$ cat src/rtl/ibex_instr_bus_arbiter.sv
// Round-robin arbiter sharing the core instruction-memory port between two fetch
// requesters, with an in-order owner FIFO that routes each response to its owner.
module ibex_instr_bus_arbiter #(
  parameter int unsigned MaxOutstanding = 2
) (
  input  logic        clk_i,
  input  logic        rst_i,
  input  logic        req0_i,
  input  logic [31:0] addr0_i,
  output logic        gnt0_o,
  output logic        rvalid0_o,
  input  logic        req1_i,
  input  logic [31:0] addr1_i,
  output logic        gnt1_o,
  output logic        rvalid1_o,
  output logic [31:0] rdata_o,
  output logic        err_o,
  output logic        instr_req_o,
  output logic [31:0] instr_addr_o,
  input  logic        instr_gnt_i,
  input  logic        instr_rvalid_i,
  input  logic [31:0] instr_rdata_i,
  input  logic        instr_err_i,
  output logic        busy_o
);

  localparam int unsigned PtrW = (MaxOutstanding > 1) ? $clog2(MaxOutstanding) : 1;
  localparam int unsigned CntW = $clog2(MaxOutstanding + 1);

  logic                      lock_q;
  logic                      sel_q;
  logic                      last_q;
  logic [MaxOutstanding-1:0] owner_q;
  logic [PtrW-1:0]           wr_ptr_q;
  logic [PtrW-1:0]           rd_ptr_q;
  logic [CntW-1:0]           count_q;

  logic sel;
  logic req_sel;
  logic grant;
  logic pop;
  logic head;

  function automatic logic [PtrW-1:0] ptr_inc(input logic [PtrW-1:0] p);
    if (p == PtrW'(MaxOutstanding - 1)) begin
      return '0;
    end
    return p + PtrW'(1);
  endfunction

  // A locked selection holds the memory-side address steady across wait states.
  always_comb begin
    sel = 1'b0;
    if (lock_q) begin
      sel = sel_q;
    end else if (req0_i ^ req1_i) begin
      sel = req1_i;
    end else if (req0_i && req1_i) begin
      sel = ~last_q;
    end
  end

  assign req_sel      = sel ? req1_i : req0_i;
  assign instr_req_o  = ~rst_i & req_sel & (count_q < CntW'(MaxOutstanding));
  assign instr_addr_o = (sel && !rst_i) ? addr1_i : addr0_i;
  assign grant        = instr_req_o & instr_gnt_i;
  assign gnt0_o       = grant & ~sel;
  assign gnt1_o       = grant & sel;

  assign pop       = ~rst_i & instr_rvalid_i & (count_q != '0);
  assign head      = owner_q[rd_ptr_q];
  assign rvalid0_o = pop & ~head;
  assign rvalid1_o = pop & head;
  assign rdata_o   = instr_rdata_i;
  assign err_o     = instr_err_i;
  assign busy_o    = ~rst_i & (count_q != '0);

  always_ff @(posedge clk_i) begin
    if (rst_i) begin
      lock_q   <= 1'b0;
      sel_q    <= 1'b0;
      last_q   <= 1'b1;
      owner_q  <= '0;
      wr_ptr_q <= '0;
      rd_ptr_q <= '0;
      count_q  <= '0;
    end else begin
      if (grant) begin
        lock_q            <= 1'b0;
        last_q            <= sel;
        owner_q[wr_ptr_q] <= sel;
        wr_ptr_q          <= ptr_inc(wr_ptr_q);
      end else if (instr_req_o) begin
        lock_q <= 1'b1;
        sel_q  <= sel;
      end else begin
        lock_q <= 1'b0;
      end
      if (pop) begin
        rd_ptr_q <= ptr_inc(rd_ptr_q);
      end
      // Simultaneous grant and pop leave the occupancy unchanged.
      if (grant && !pop) begin
        count_q <= count_q + CntW'(1);
      end else if (pop && !grant) begin
        count_q <= count_q - CntW'(1);
      end
    end
  end

  // Responses still in flight when reset hit may trickle in until the next grant.
  logic stale_ok_q;
  always_ff @(posedge clk_i) begin
    if (rst_i) begin
      stale_ok_q <= 1'b1;
    end else if (grant) begin
      stale_ok_q <= 1'b0;
    end
  end

  a_one_grant: assert property (@(posedge clk_i) disable iff (rst_i) !(gnt0_o && gnt1_o));
  a_count_max: assert property (@(posedge clk_i) disable iff (rst_i)
                                count_q <= CntW'(MaxOutstanding));
  a_no_orphan: assert property (@(posedge clk_i) disable iff (rst_i)
                                !(instr_rvalid_i && count_q == '0 && !stale_ok_q));
  a_addr_hold: assert property (@(posedge clk_i) disable iff (rst_i)
                                instr_req_o && !instr_gnt_i |=> $stable(instr_addr_o));

endmodule

$ cat config.mk
export PLATFORM = sky130hd
export DESIGN_NAME = ibex_instr_bus_arbiter
export DESIGN_NICKNAME = d
export VERILOG_FILES = /design/src/rtl/ibex_instr_bus_arbiter.sv
export SDC_FILE = /design/constraint.sdc
export NUM_CORES = 1
export LEC_CHECK = 0
export ABC_CLOCK_PERIOD_IN_PS = 2980
export BUFFER_PORTS_ARGS = -buffer_cell sky130_fd_sc_hd__buf_2
export CAP_MARGIN = 0
export CORE_MARGIN = 2
export CORE_UTILIZATION = 32
export CTS_BUF_LIST = sky130_fd_sc_hd__clkbuf_16
export DETAILED_ROUTE_END_ITERATION = 7
export PLACE_DENSITY = 0.9
export SLEW_MARGIN = 10
export SYNTH_ARGS = -nofsm -noshare
export SYNTH_HDL_FRONTEND = slang
export SYNTH_SLANG_ARGS = --single-unit
$ cat constraint.sdc
create_clock -name clk_i -period 2.98 [get_ports clk_i]
set_input_delay 0.596 -clock clk_i [delete_from_list [all_inputs] [get_ports clk_i]]
set_output_delay 0.596 -clock clk_i [all_outputs]
set_load 0.01 [all_outputs]
==> summary.md, run 1 <==
| Metric | Value |
|---|---|
| Top cell type's share of synthesized area | 22.84% |
| Mapped cell area | 0.001315 mm^2 |
| Run status | finished, violations left |
| Worst hold path type | reg2reg |
| Sink Count | 9 |
| Clock latency on the worst-skew pair | 0.23 ns |
| Vias/cell | 4.735 |
| Clk slew on worst S/H paths | 0.04 ns |
| Final hold vios | 0 |
| HPWL after detailed placement | 3357 um |
| Met2 usage | 31.31% |
| CTS buffer count | 3 |
| Sw Pwr | 213.5 uW |
| Crit. End Element | primary output |
| Final #Nets | 324 |
| Initial DRC Count | 23 |
| Most Crowded Layer GR | met2 |
| Most frequent cells after synthesis | 33 x buf_4, 20 x mux2_4, 9 x dfxtp_1, 9 x mux2_2, 9 x nor2_1 |
| Met1 Track Usage GR | 12.70% |
| Via count | between 1,000 and 1,500 |
| Final count of pins violating max slew | 0 |
| FF+latch count, synth | 9 |
| Syn_area_per_cell | 9.887 um^2 |
| Distinct cell type count after synthesis | 37 |
| Crit-path cells | buf_6 > ha_4 > or3b_4 > a21boi_2 > and2b_4 > clkbuf_16 > mux2_4 > buf_6 |
| Synth warn | 0 |
| Share of cells above drive strength 1 | 74.77% |
| Total of max-cap violations | 0 |
| Initial core utilization | 33.11% |
| Storage cell area | around 180 um^2 |
| WP data arrival | 2.39 ns |
| Synthesis-to-layout area growth | 62.61% |
| Post-Synth Adder-Cell Area | between 1.5 and 2% |
| Slowest stage delay, CP | 0.39 ns |
| F_max | 0.3348 GHz |
| Failing checks | setup timing |
| Multi-input gate area | between 800 and 900 um^2 |
| Simple-gate area share of the yosys netlist | between 10% and 20% |
| First-pass GRT wire length | 4995 um |
| Met3 Use GR | 2.961% |
| Port Buffer Count | 107 |
| Post-synthesis mux area share | 38.06% |
| Req. time, crit path | around 2.4 ns |
| Cell mode on critical path | buf_6 |
| Net Count, Synth | 238 |
| Syn Inst Count | 133 |
| Placed cell area | 0.001667 mm^2 |
| Inserted Diodes | 0 |
| Seq pwr share | about a fifth |
| Relative slew slack | 80.85% |
| Routed Wire Length | 4342 um |
| Row count | 23 |
| Antenna viol nets, final | 0 |
| CTS tree | yes |
| Worst-Margin Slew | 0.2832 ns |
| Drt pass-1 iters | 4 |
| RSZ-0062 raised after global routing | true |
| Worst path slowest cell | or3b_4 |
| CTS root buffer | clkbuf_16 |
| Clock Path Buffers | 2 |
| Worst hold margin | between 0.5 and 0.6 ns |
| Tcrit/Tclk final | 100.2% |
| Cell taking the most area after synthesis | mux2_4 |
| Leak Pwr | 1.105 nW |
| Cts hold-fix bufs | 0 |
| Top-count cell post-synth | buf_4 |
| DRC viols | 0 |
| Maximum VDD drop | 332.1 uV |
| P_int | 562.3 uW |
| # IOs | 174 |
| Crit path launch type | primary input |
| RePlAce Congestion | 0.7573 |
| Final setup viols | 1 |
| Clk network pwr share | between 20% and 30% |
| DP Worst Slack | -0.01481 ns |
| R2R setup slack | 0.97 ns |
| Largest net degree at the start of global routing | 19 |
| Initial antenna violation count | 0 |
| Gate power share | 51.5% |
| DIE AREA | approximately 0.0046 mm^2 |
| WS Path Type | in2out |
| Die height | slightly below 70 um |
| Area contributors post-synth | mux2_4 23%, buf_4 19%, dfxtp_1 14% |
| Fin crit period | 2.987 ns |
| Die width | approximately 68 um |
| Fin worst setup slack | -0.006702 ns |
| Sw frac | 27.52% |
| Post-Synth XOR/XNOR Area | around 2% |
| Seq/Total Area, Yosys | 13.70% |
| Synth async-reset ratio | 0% |
| GRT Resource Usage Total | 14.31% |
| CORE AREA | 0.003971 mm^2 |
| Grt ovf | 0 |
| Final instance area | 0.002138 mm^2 |
| Fraction of the mapped netlist area in compound gates | 5.043% |
| Ys flop type | dfxtp_1 |
| Fill count | 357 |
| Skew final | 0.002735 ns |
| DR WL/cell | 16.20 um |
| Number of enable flip-flop cells after synthesis | 0 |
| Power per Cell Area | 362.8 mW/mm^2 |
| Crit path max fanout | 7 |
| Vias in the first global route | 1,134 |
| CTS H-Tree Depth | 1 |
| Final Total Pwr | 775.8 uW |
| Main combinational cell family by area after synthesis | multiplexers |
per-layer routing:
layer | up-vias | routed length, um | share of wire (%)
li1 | 606 | - | -
met1 | 592 | 1391 | 32
met2 | 65 | 2576 | 59
met3 | 6 | 343 | 7.9
met4 | 0 | 31 | 0.71
met5 | - | 0 | 0
final cells by class:
type | count | share of cell area (%)
Sequential cell | 9 | 8.426
Tap cell | 50 | 2.926
Multi-Input combinational cell | 85 | 40.96
Clock buffer | 3 | 3.511
Timing Repair Buffer | 119 | 43.83
Inverter | 1 | 0.1755
Clock inverter | 1 | 0.1755
critical path: cells and delay by family:
kind,cells,cell delay (ns)
adders and majority gates,1,0.22
buffers and inverters,3,0.43
and+or+nand+nor,2,0.69
AOI/OAI and AO/OA,1,0.16
muxes,1,0.30
flip-flops by register name, indices dropped and copies added (netlist names):
signal    cells
owner_q       2
count_q       2
lock_q        1
last_q        1
sel_q         1
wr_ptr_q      1
rd_ptr_q      1
cell usage in the layout (no fill, tap or decap):
master / n
o211ai_1: 1
nor3b_1: 1
ha_1: 1
nand2b_1: 1
o21ai_0: 1
o211a_1: 1
nor4_1: 1
and2b_4: 1
nand3_1: 2
and3_1: 1
clkbuf_16: 7
buf_6: 35
nor2_1: 9
inv_1: 2
buf_12: 2
or3_1: 1
nor2b_1: 5
nor3_1: 2
mux2_2: 4
buf_2: 73
buf_4: 5
a21boi_2: 1
mux2_4: 32
a21oi_1: 3
a21o_1: 1
and3b_1: 1
dfxtp_1: 9
or3b_4: 1
mux2i_1: 2
xor2_1: 3
nand2_1: 1
nand4_1: 1
o21ba_2: 1
nor4b_1: 2
nand3b_1: 2
ha_4: 1
nor4bb_1: 1
timing repair:
item | 4_1_cts | 5_1_grt
endpoints found under the hold margin | 0 | 0
pin swaps | 0 | 3
resized for setup | 0 | 53
buffers inserted | 0 | 1
cloned | 0 | 5
setup endpoints to repair | 1 | 32
stage by stage:
stage,utilization [%],TNS (ns),instances
6_report,53.84,-0.006702,268
5_1_grt,53.84,-1.356,268
4_1_cts,43.95,-0.01549,262
3_5_place_dp,41.97,-0.01558,258
3_3_place_gp,41.97,0,258
2_1_floorplan,-,0,133
worst paths after layout:
| check | startpoint | endpoint | cells past startpoint |
|---|---|---|---|
| setup / recovery | req1_i | instr_addr_o[5] | 8 |
| hold / removal | count_q[1]$_SDFFE_PP0P_ | count_q[1]$_SDFFE_PP0P_ | 2 |
| setup reg to reg | last_q$_SDFFE_PP1P_ | count_q[1]$_SDFFE_PP0P_ | 7 |
| hold reg to reg | count_q[1]$_SDFFE_PP0P_ | count_q[1]$_SDFFE_PP0P_ | 2 |
power by group through the flow:
stage	logic, mW	clock network (mW)	registers [mW]
finish	0.399	0.229	0.147
global route	0.425	0.243	0.149
CTS	0.295	0.234	0.147
detailed placement	0.294	0	0.149
global placement	0.286	0	0.147
floorplan	0.232	0	0.145
cell families (layout without fill, tap and decap cells):
logic type,count (synthesis),count (layout)
compound gates,9,9
xor+xnor,3,3
fa+ha+maj,2,2
buf+inv,39,124
flops,9,9
mux,38,38
simple gates,33,33
(Power assumes the default switching activity.)
==> inputs of run 2 (changes only) <==
--- a/config.mk
+++ b/config.mk
@@ -5,14 +5,15 @@
 export SDC_FILE = /design/constraint.sdc
 export NUM_CORES = 1
 export LEC_CHECK = 0
+export ABC_AREA = 1
 export ABC_CLOCK_PERIOD_IN_PS = 2980
 export BUFFER_PORTS_ARGS = -buffer_cell sky130_fd_sc_hd__buf_2
 export CAP_MARGIN = 0
-export CORE_MARGIN = 2
-export CORE_UTILIZATION = 32
+export CORE_AREA = 2 2 68 70
 export CTS_BUF_LIST = sky130_fd_sc_hd__clkbuf_16
 export DETAILED_ROUTE_END_ITERATION = 7
-export PLACE_DENSITY = 0.9
+export DIE_AREA = 0 0 70 72
+export PLACE_DENSITY = 0.83
 export SLEW_MARGIN = 10
 export SYNTH_ARGS = -nofsm -noshare
 export SYNTH_HDL_FRONTEND = slang
==> constraint.sdc (replaced) <==
create_clock -name clk_i -period 2.98 [get_ports clk_i]
set_input_delay 0.298 -clock clk_i [delete_from_list [all_inputs] [get_ports clk_i]]
set_output_delay 0.298 -clock clk_i [all_outputs]
set_load 0.01 [all_outputs]
==> run 2 against run 1 <==
Effect of this change: the flow now finishes without violations; sequential share of layout area up 3.2 points; synthesized cell count up 57%; total power down 15%; highest routed layer unchanged; clock skew down 0.0022 ns; cell count up 25%; critical path depth up 2; synthesized area down 12%.
==> summary.md, run 2 <==
| Metric | Value |
|---|---|
| Cell taking the most area after synthesis | nand2_1 |
| Top cell type's share of synthesized area | 35.64% (+13 points) |
| Tcrit/Tclk final | 71.67% (-29 points) |
| Synth warn | 0 (unchanged) |
| Leak Pwr | 1.023 nW (-7.4%) |
| Share of cells above drive strength 1 | 42.20% (-33 points) |
| CTS H-Tree Depth | 1 (unchanged) |
| Cts hold-fix bufs | 0 (unchanged) |
| DR WL/cell | 10.11 um (-38%) |
| Routed Wire Length | 3376 um (-22%) |
| Initial DRC Count | 20 (-13%) |
| Worst hold margin | 0.3205 ns (-0.2180 ns) |
| CTS tree | yes |
| Synthesis-to-layout area growth | 33.69% |
| Power per Cell Area | 423.9 mW/mm^2 (+17%) |
| Crit path launch | req1_i |
| R2R setup slack | 1.11 ns (+0.14 ns) |
| DP Worst Slack | 0.6781 ns (+0.6929 ns) |
| Worst path slowest cell | clkinv_2 |
| Post-Synth XOR/XNOR Area | 1.512% (-0.49 points) |
| First-pass GRT wire length | 5188 um (+3.9%) |
| Worst-Margin Slew | 0.4217 ns (+0.1384 ns) |
| Fin crit period | 2.136 ns (-0.8508 ns) |
| Run status | finished clean |
| Crit. End Element | primary output |
| Sink Count | 9 (unchanged) |
| Most Crowded Layer GR | met2 |
| Maximum VDD drop | 371.2 uV (+12%) |
| HPWL after detailed placement | 2716 um (-19%) |
| Final Total Pwr | 656.5 uW (-15%) |
| Met2 usage | 23.81% (-7.5 points) |
| Storage cell area | 180.2 um^2 (unchanged) |
| RePlAce Congestion | 0.7627 (+0.71%) |
| Mapped cell area | 0.001159 mm^2 (-12%) |
| Distinct cell type count after synthesis | 20 (-46%) |
| Cells on worst reg2reg path | 12 (+5) |
| Req. time, crit path | 2.68 ns (+0.30 ns) |
| Final count of pins violating max slew | 0 (unchanged) |
| Non-filler cells, final | 334 (+25%) |
| Fraction of the mapped netlist area in compound gates | 5.184% (+0.14 points) |
| Final #Nets | 388 (+20%) |
| CP Capture Point | instr_addr_o[7] |
| Synth async-reset ratio | 0% (unchanged) |
| Initial core utilization | 27.17% (-5.9 points) |
| DIE AREA | 0.005040 mm^2 (+8.7%) |
| Top-count cell post-synth | nand2_1 |
| Number of enable flip-flop cells after synthesis | 0 (unchanged) |
| Simple-gate area share of the yosys netlist | 45.03% (+30 points) |
| Placed cell count | 330 (+28%) |
| Net Count, Synth | 314 (+32%) |
| Main combinational cell family by area after synthesis | simple AND/OR/NAND/NOR gates |
| F_max | 0.4682 GHz (+40%) |
| Critical R2R Capture | count_q[1]$_SDFFE_PP0P_ |
| Crit-path cells | buf_2 > ha_1 > nor2_1 > nand2_1 > a21boi_2 > nand2_2 > clkinv_2 > nand2_1 > nand2_1 > buf_2 |
| Initial antenna violation count | 0 (unchanged) |
| CTS buffer count | 3 (unchanged) |
| WS Path Type | in2out |
| Relative slew slack | 71.86% (-9.0 points) |
| Grt ovf | 0 (unchanged) |
| Via count | 1,410 (+11%) |
| Post-Synth Adder-Cell Area | 2.160% (+0.26 points) |
| Final setup viols | 0 (-1) |
| CTS root buffer | clkbuf_16 |
| Commonest non-fill, non-tap cells in the layout | 110 x nand2_1, 107 x buf_2, 15 x inv_1 |
| Met1 Track Usage GR | 11.79% (-0.90 points) |
| Seq/Total Area, Yosys | 15.55% (+1.8 points) |
| CORE AREA | 0.004264 mm^2 (+7.4%) |
| Skew final | 0.0004921 ns (-0.002243 ns) |
| Met3 Use GR | 5.278% (+2.3 points) |
| DRC viols | 0 (unchanged) |
| Post-CTS setup buffer count | 0 (unchanged) |
| FF+latch count, synth | 9 (unchanged) |
| WP data arrival | 1.84 ns (-0.55 ns) |
| GRT Resource Usage Total | 12.55% (-1.8 points) |
| Row count | 24 (+4.3%) |
| Port Buffer Count | 107 (unchanged) |
| Clock Path Buffers | 2 (unchanged) |
| Clock latency on the worst-skew pair | 0.24 ns (about the same) |
| Final hold vios | 0 (unchanged) |
| Crit path max fanout | 32 (+25) |
| Worst hold path type | in2reg |
| Drt pass-1 iters | 4 (unchanged) |
| Vias in the first global route | 1,257 (+11%) |
| Crit path launch type | primary input |
| Multi-input gate area | 624.3 um^2 (-29%) |
| Slowest stage delay, CP | 0.31 ns (-0.08 ns) |
| Finished Core Util | 36.33% (-18 points) |
| RSZ-0062 raised after global routing | false |
| Total negative slack | 0 ns (+0.006702 ns) |
| Placed cell area | 0.001470 mm^2 (-12%) |
| Fill count | 472 (+32%) |
| Antenna viol nets, final | 0 (unchanged) |
| Fin worst setup slack | 0.8441 ns (+0.8508 ns) |
| Syn Inst Count | 209 (+57%) |
| Die height | 72 um (+5.7%) |
| Inserted Diodes | 0 (unchanged) |
| Total of max-cap violations | 0 (unchanged) |
| Most common cell after layout, fill and taps aside | nand2_1 |
| # IOs | 174 (unchanged) |
| Area contributors post-synth | nand2_1 36%, buf_4 21%, dfxtp_1 16% |
| Vias/cell | 4.222 (-11%) |
| Most frequent cells after synthesis | 110 x nand2_1, 33 x buf_4, 14 x inv_1 |
| Largest net degree at the start of global routing | 35 (+16) |
| Clk slew on worst S/H paths | 0.04 ns (about the same) |
| Largest regs | count_q (2), owner_q (2) |
| Crit Reg-Reg Startpoint | last_q$_SDFFE_PP1P_ |
| Post-synthesis mux area share | 0% (-38 points) |
| Final instance area | 0.001549 mm^2 (-28%) |
| Post-CTS Resized | 0 (unchanged) |
| Syn_area_per_cell | 5.544 um^2 (-44%) |
| Cell mode on critical path | nand2_1 |
| Die width | 70 um (+2.8%) |
| Ys flop type | dfxtp_1 |
## run 2: report_power, final
part / internal [mW] / leakage, nW / switching, mW
clock: 0.175 / 0.0423 / 0.0579
combinational: 0.121 / 0.908 / 0.158
sequential: 0.135 / 0.0735 / 0.00927
total: 0.432 / 1.02 / 0.225
## run 2: how the worst min path moves through the flow
| stage | cells past startpoint | endpoint | start |
|---|---|---|---|
| floorplan | 1 | wr_ptr_q$_SDFFE_PP0P_ | rst_i |
| global placement | 2 | rd_ptr_q$_SDFFE_PP0P_ | rd_ptr_q$_SDFFE_PP0P_ |
| detailed placement | 2 | last_q$_SDFFE_PP1P_ | last_q$_SDFFE_PP1P_ |
| CTS | 2 | count_q[1]$_SDFFE_PP0P_ | rst_i |
| global route | 2 | count_q[1]$_SDFFE_PP0P_ | rst_i |
| finish | 2 | wr_ptr_q$_SDFFE_PP0P_ | rst_i |
## run 2: cells by family after synthesis
| kind of cell | Yosys count |
|---|---|
| buf+inv | 54 |
| xor+xnor | 2 |
| fa+ha+maj | 2 |
| compound gates | 10 |
| flops | 9 |
| simple gates | 132 |
## run 2: worst max-delay path, delay by kind of cell
kind	cells	cell delay, ns
AND/OR/NAND/NOR	5	0.44
AO/OA/AOI/OAI	1	0.23
adder cells (fa/ha/maj)	1	0.30
buffers and inverters	3	0.56
## run 2: final cells by class
class / count / share of cell area (%)
clock buffers: 3 / 4.847
clock inverters: 1 / 0.2423
inverters: 15 / 3.716
multi-input cells: 146 / 40.31
flip-flops and latches: 9 / 11.63
well taps: 52 / 4.200
repair buffers: 108 / 35.06
## run 2: per-layer routing
layer / wire length, um / vias up / part of all wire, %
li1: - / 738 / -
met1: 1208 / 588 / 36
met2: 1712 / 80 / 51
met3: 410 / 4 / 12
met4: 45 / 0 / 1.3
met5: 0 / - / 0
==> inputs of run 3 (changes only) <==
==> config.mk (replaced) <==
export PLATFORM = sky130hd
export DESIGN_NAME = ibex_instr_bus_arbiter
export DESIGN_NICKNAME = d
export VERILOG_FILES = /design/src/rtl/ibex_instr_bus_arbiter.sv
export SDC_FILE = /design/constraint.sdc
export NUM_CORES = 1
export LEC_CHECK = 0
export ABC_AREA = 0
export ABC_CLOCK_PERIOD_IN_PS = 1800
export BUFFER_PORTS_ARGS = -buffer_cell sky130_fd_sc_hd__buf_2
export CAP_MARGIN = 0
export CORE_MARGIN = 2
export CORE_UTILIZATION = 29
export CTS_BUF_LIST = sky130_fd_sc_hd__clkbuf_16
export DETAILED_ROUTE_END_ITERATION = 7
export PLACE_DENSITY = 0.86
export SLEW_MARGIN = 10
export SYNTH_ARGS = -nofsm -noshare
export SYNTH_HDL_FRONTEND = slang
export SYNTH_SLANG_ARGS = --single-unit
==> constraint.sdc (replaced) <==
create_clock -name clk_i -period 1.8 [get_ports clk_i]
set_input_delay 0.18 -clock clk_i [delete_from_list [all_inputs] [get_ports clk_i]]
set_output_delay 0.18 -clock clk_i [all_outputs]
set_load 0.01 [all_outputs]
==> run 3 against run 2 <==
Effect of this change: the flow now finishes with violations (setup timing); via count shrank 8.9%; non-clock buffer count grew 22; cell count shrank 16%; cell area grew 44%; worst setup slack lost 1.2 ns; sequential share of layout area shrank 3.5 points; clock power grew 64%; critical path type is now reg2out; critical endpoint is now instr_addr_o[3]; largest cell class is now buffers.
==> summary.md, run 3 (synthesis results as in run 1) <==
| Metric | Value |
|---|---|
| Placed cell area | 0.001773 mm^2 (+21%) |
| CORE AREA | 0.004354 mm^2 (+2.1%) |
| Tcrit/Tclk final | 119.2% |
| Synthesis-to-layout area growth | 70.12% |
| CTS buffer count | 3 (unchanged) |
| Most common cell after layout, fill and taps aside | buf_2 |
| F_max | 0.4659 GHz |
| Antenna viol nets, final | 0 (unchanged) |
| Crit. End Element | primary output |
| Port Buffer Count | 107 (unchanged) |
| Run status | finished, violations left |
| Clock Path Buffers | 2 (unchanged) |
| Gate power share | 53.9% (+11 points) |
| Vias in the first global route | 1,362 (+8.4%) |
| Worst path slowest cell | or3b_4 |
| Vias/cell | 4.569 (+8.2%) |
| Sw Pwr | 377.5 uW (+68%) |
| Power per Cell Area | 606.7 mW/mm^2 (+43%) |
| Crit path launch type | flop |
| HPWL after detailed placement | 3244 um (+19%) |
| Crit-path cells | or3b_4 > a21boi_2 > and2b_4 > buf_12 > buf_12 > mux2_4 > buf_6 |
| Finished Core Util | 51.38% (+15 points) |
| Buf/Inv on CP | 3 (unchanged) |
| Share of cells above drive strength 1 | 77.73% (+36 points) |
| Initial DRC Count | 20 (unchanged) |
| # IOs | 174 (unchanged) |
| Req. time, crit path | 1.62 ns (-1.06 ns) |
| Row count | 24 (unchanged) |
| Final Total Pwr | 1.357 mW (+110%) |
| Seq pwr share | 17.9% (-4.1 points) |
| Leak Pwr | 1.155 nW (+13%) |
| Fin crit period | about 2.1 ns |
| CTS H-Tree Depth | 1 (unchanged) |
| Commonest non-fill, non-tap cells in the layout | 73 x buf_2, 36 x buf_6, 32 x mux2_4 |
| Worst-Margin Slew | 0.3519 ns (-0.06980 ns) |
| Total of max-cap violations | 0 (unchanged) |
| Placed cell count | 268 (-19%) |
| Final count of pins violating max slew | 0 (unchanged) |
| Final setup viols | 36 (+36) |
| Skew final | 0.0006178 ns (+0.0001258 ns) |
| Die width | 71.34 um (+1.9%) |
| CP delay by family, top | simple AND/OR/NAND/NOR gates |
| Grt ovf | 0 (unchanged) |
| Sink Count | 9 (unchanged) |
| Relative slew slack | 76.21% (+4.4 points) |
| Worst hold margin | 0.1976 ns (-0.1229 ns) |
| Clock latency on the worst-skew pair | 0.23 ns (about the same) |
| Final instance area | 0.002237 mm^2 (+44%) |
| Sw frac | 27.81% (-6.5 points) |
| Largest regs | count_q (2), owner_q (2) |
| P_int | 979.8 uW (+130%) |
| Die height | 71.34 um (-0.92%) |
| RePlAce Congestion | 0.7834 (+2.7%) |
| CTS tree | yes |
| Initial core utilization | 30.20% (+3.0 points) |
| Cell mode on critical path | buf_12 |
| GRT Resource Usage Total | 15.38% (+2.8 points) |
| Routed Wire Length | 4348 um (+29%) |
| DRC viols | 0 (unchanged) |
| DR WL/cell | 15.47 um (+53%) |
| Slowest stage delay, CP | 0.37 ns (+0.06 ns) |
| WP data arrival | 1.97 ns (+0.13 ns) |
| Crit path max fanout | 6 (-81%) |
| Clk slew on worst S/H paths | 0.04 ns (about the same) |
| First-pass GRT wire length | 6251 um (+20%) |
| WS Path Type | reg2out |
| Non-filler cells, final | 281 (-16%) |
| RSZ-0062 raised after global routing | true |
| Initial antenna violation count | 0 (unchanged) |
| Total negative slack | -10.84 ns (-10.84 ns) |
| Worst hold path type | in2reg |
| Failing checks | setup timing |
| Largest net degree at the start of global routing | 12 (-66%) |
| Clk network pwr share | 28.1% (-7.4 points) |
| DP Worst Slack | -0.4008 ns (-1.079 ns) |
| DIE AREA | 0.005089 mm^2 (+0.98%) |
| Drt pass-1 iters | 4 (unchanged) |
| Maximum VDD drop | 297.4 uV (-20%) |
| Via count | 1,284 (-8.9%) |
| Final #Nets | 335 (-14%) |
| Fin worst setup slack | -0.3464 ns (-1.191 ns) |
| CTS root buffer | clkbuf_16 |
| Final hold vios | 0 (unchanged) |
| Inserted Diodes | 0 (unchanged) |
[run 3: changes by cell type in the layout (fill, tap and decap cells not counted), sizes merged, moves of 2 or more]
cell and change:
nor2b +5, mux2i +2, mux2 +36, inv -13, nand3b +2, nand2 -112, buf +21, nor2 -3
nand3 -3, o21ai -3, a21oi -2, nor4b +2, nor3 +2
[run 3: final cells by class]
type | count | area, um^2
sequential | 9 | 181.4
timing repair buffer | 130 | 1021
fill | 381 | 2117
clock inverter | 1 | 3.754
tap | 52 | 65.06
clock buffer | 3 | 75.07
inverter | 1 | 3.754
multi-input combinational | 85 | 887.1
[run 3: path summary, 6_finish.rpt]
| path | from | endpoint | slack (ns) | depth (start not counted) |
|---|---|---|---|---|
| worst max-delay path | last_q$_SDFFE_PP1P_ | instr_addr_o[3] | -0.35 | 7 |
| worst min-delay path | instr_gnt_i | lock_q$_SDFF_PP0_ | 0.20 | 2 |
| worst max register to register | last_q$_SDFFE_PP1P_ | count_q[1]$_SDFFE_PP0P_ | -0.17 | 9 |
| worst min register to register | count_q[0]$_SDFFE_PP0P_ | count_q[0]$_SDFFE_PP0P_ | 0.59 | 2 |
[run 3: timing repair]
item	CTS	global route
hold buffers	0	0
pin swaps	5	7
setup endpoints to repair	35	37
gates cloned	1	1
resized for setup	43	9
setup buffers	5	3
[run 3: per-layer routing]
metal | wire, um | up-vias | track usage [%] | part of all wire [%]
li1 | - | 631 | - | -
met1 | 1535 | 580 | 16.45 | 35
met2 | 2260 | 63 | 27.37 | 52
met3 | 509 | 10 | 6.329 | 12
met4 | 42 | 0 | 5.031 | 0.97
met5 | 0 | - | 0 | 0
[run 3: power groups by stage]
| stage | Combinational, mW | Clock, mW | Sequential, mW |
|---|---|---|---|
| CTS | 0.697 | 0.386 | 0.242 |
| floorplan | 0.402 | 0 | 0.241 |
| global route | 0.779 | 0.397 | 0.247 |
| finish | 0.732 | 0.382 | 0.243 |
| global placement | 0.524 | 0 | 0.243 |
| detailed placement | 0.538 | 0 | 0.245 |
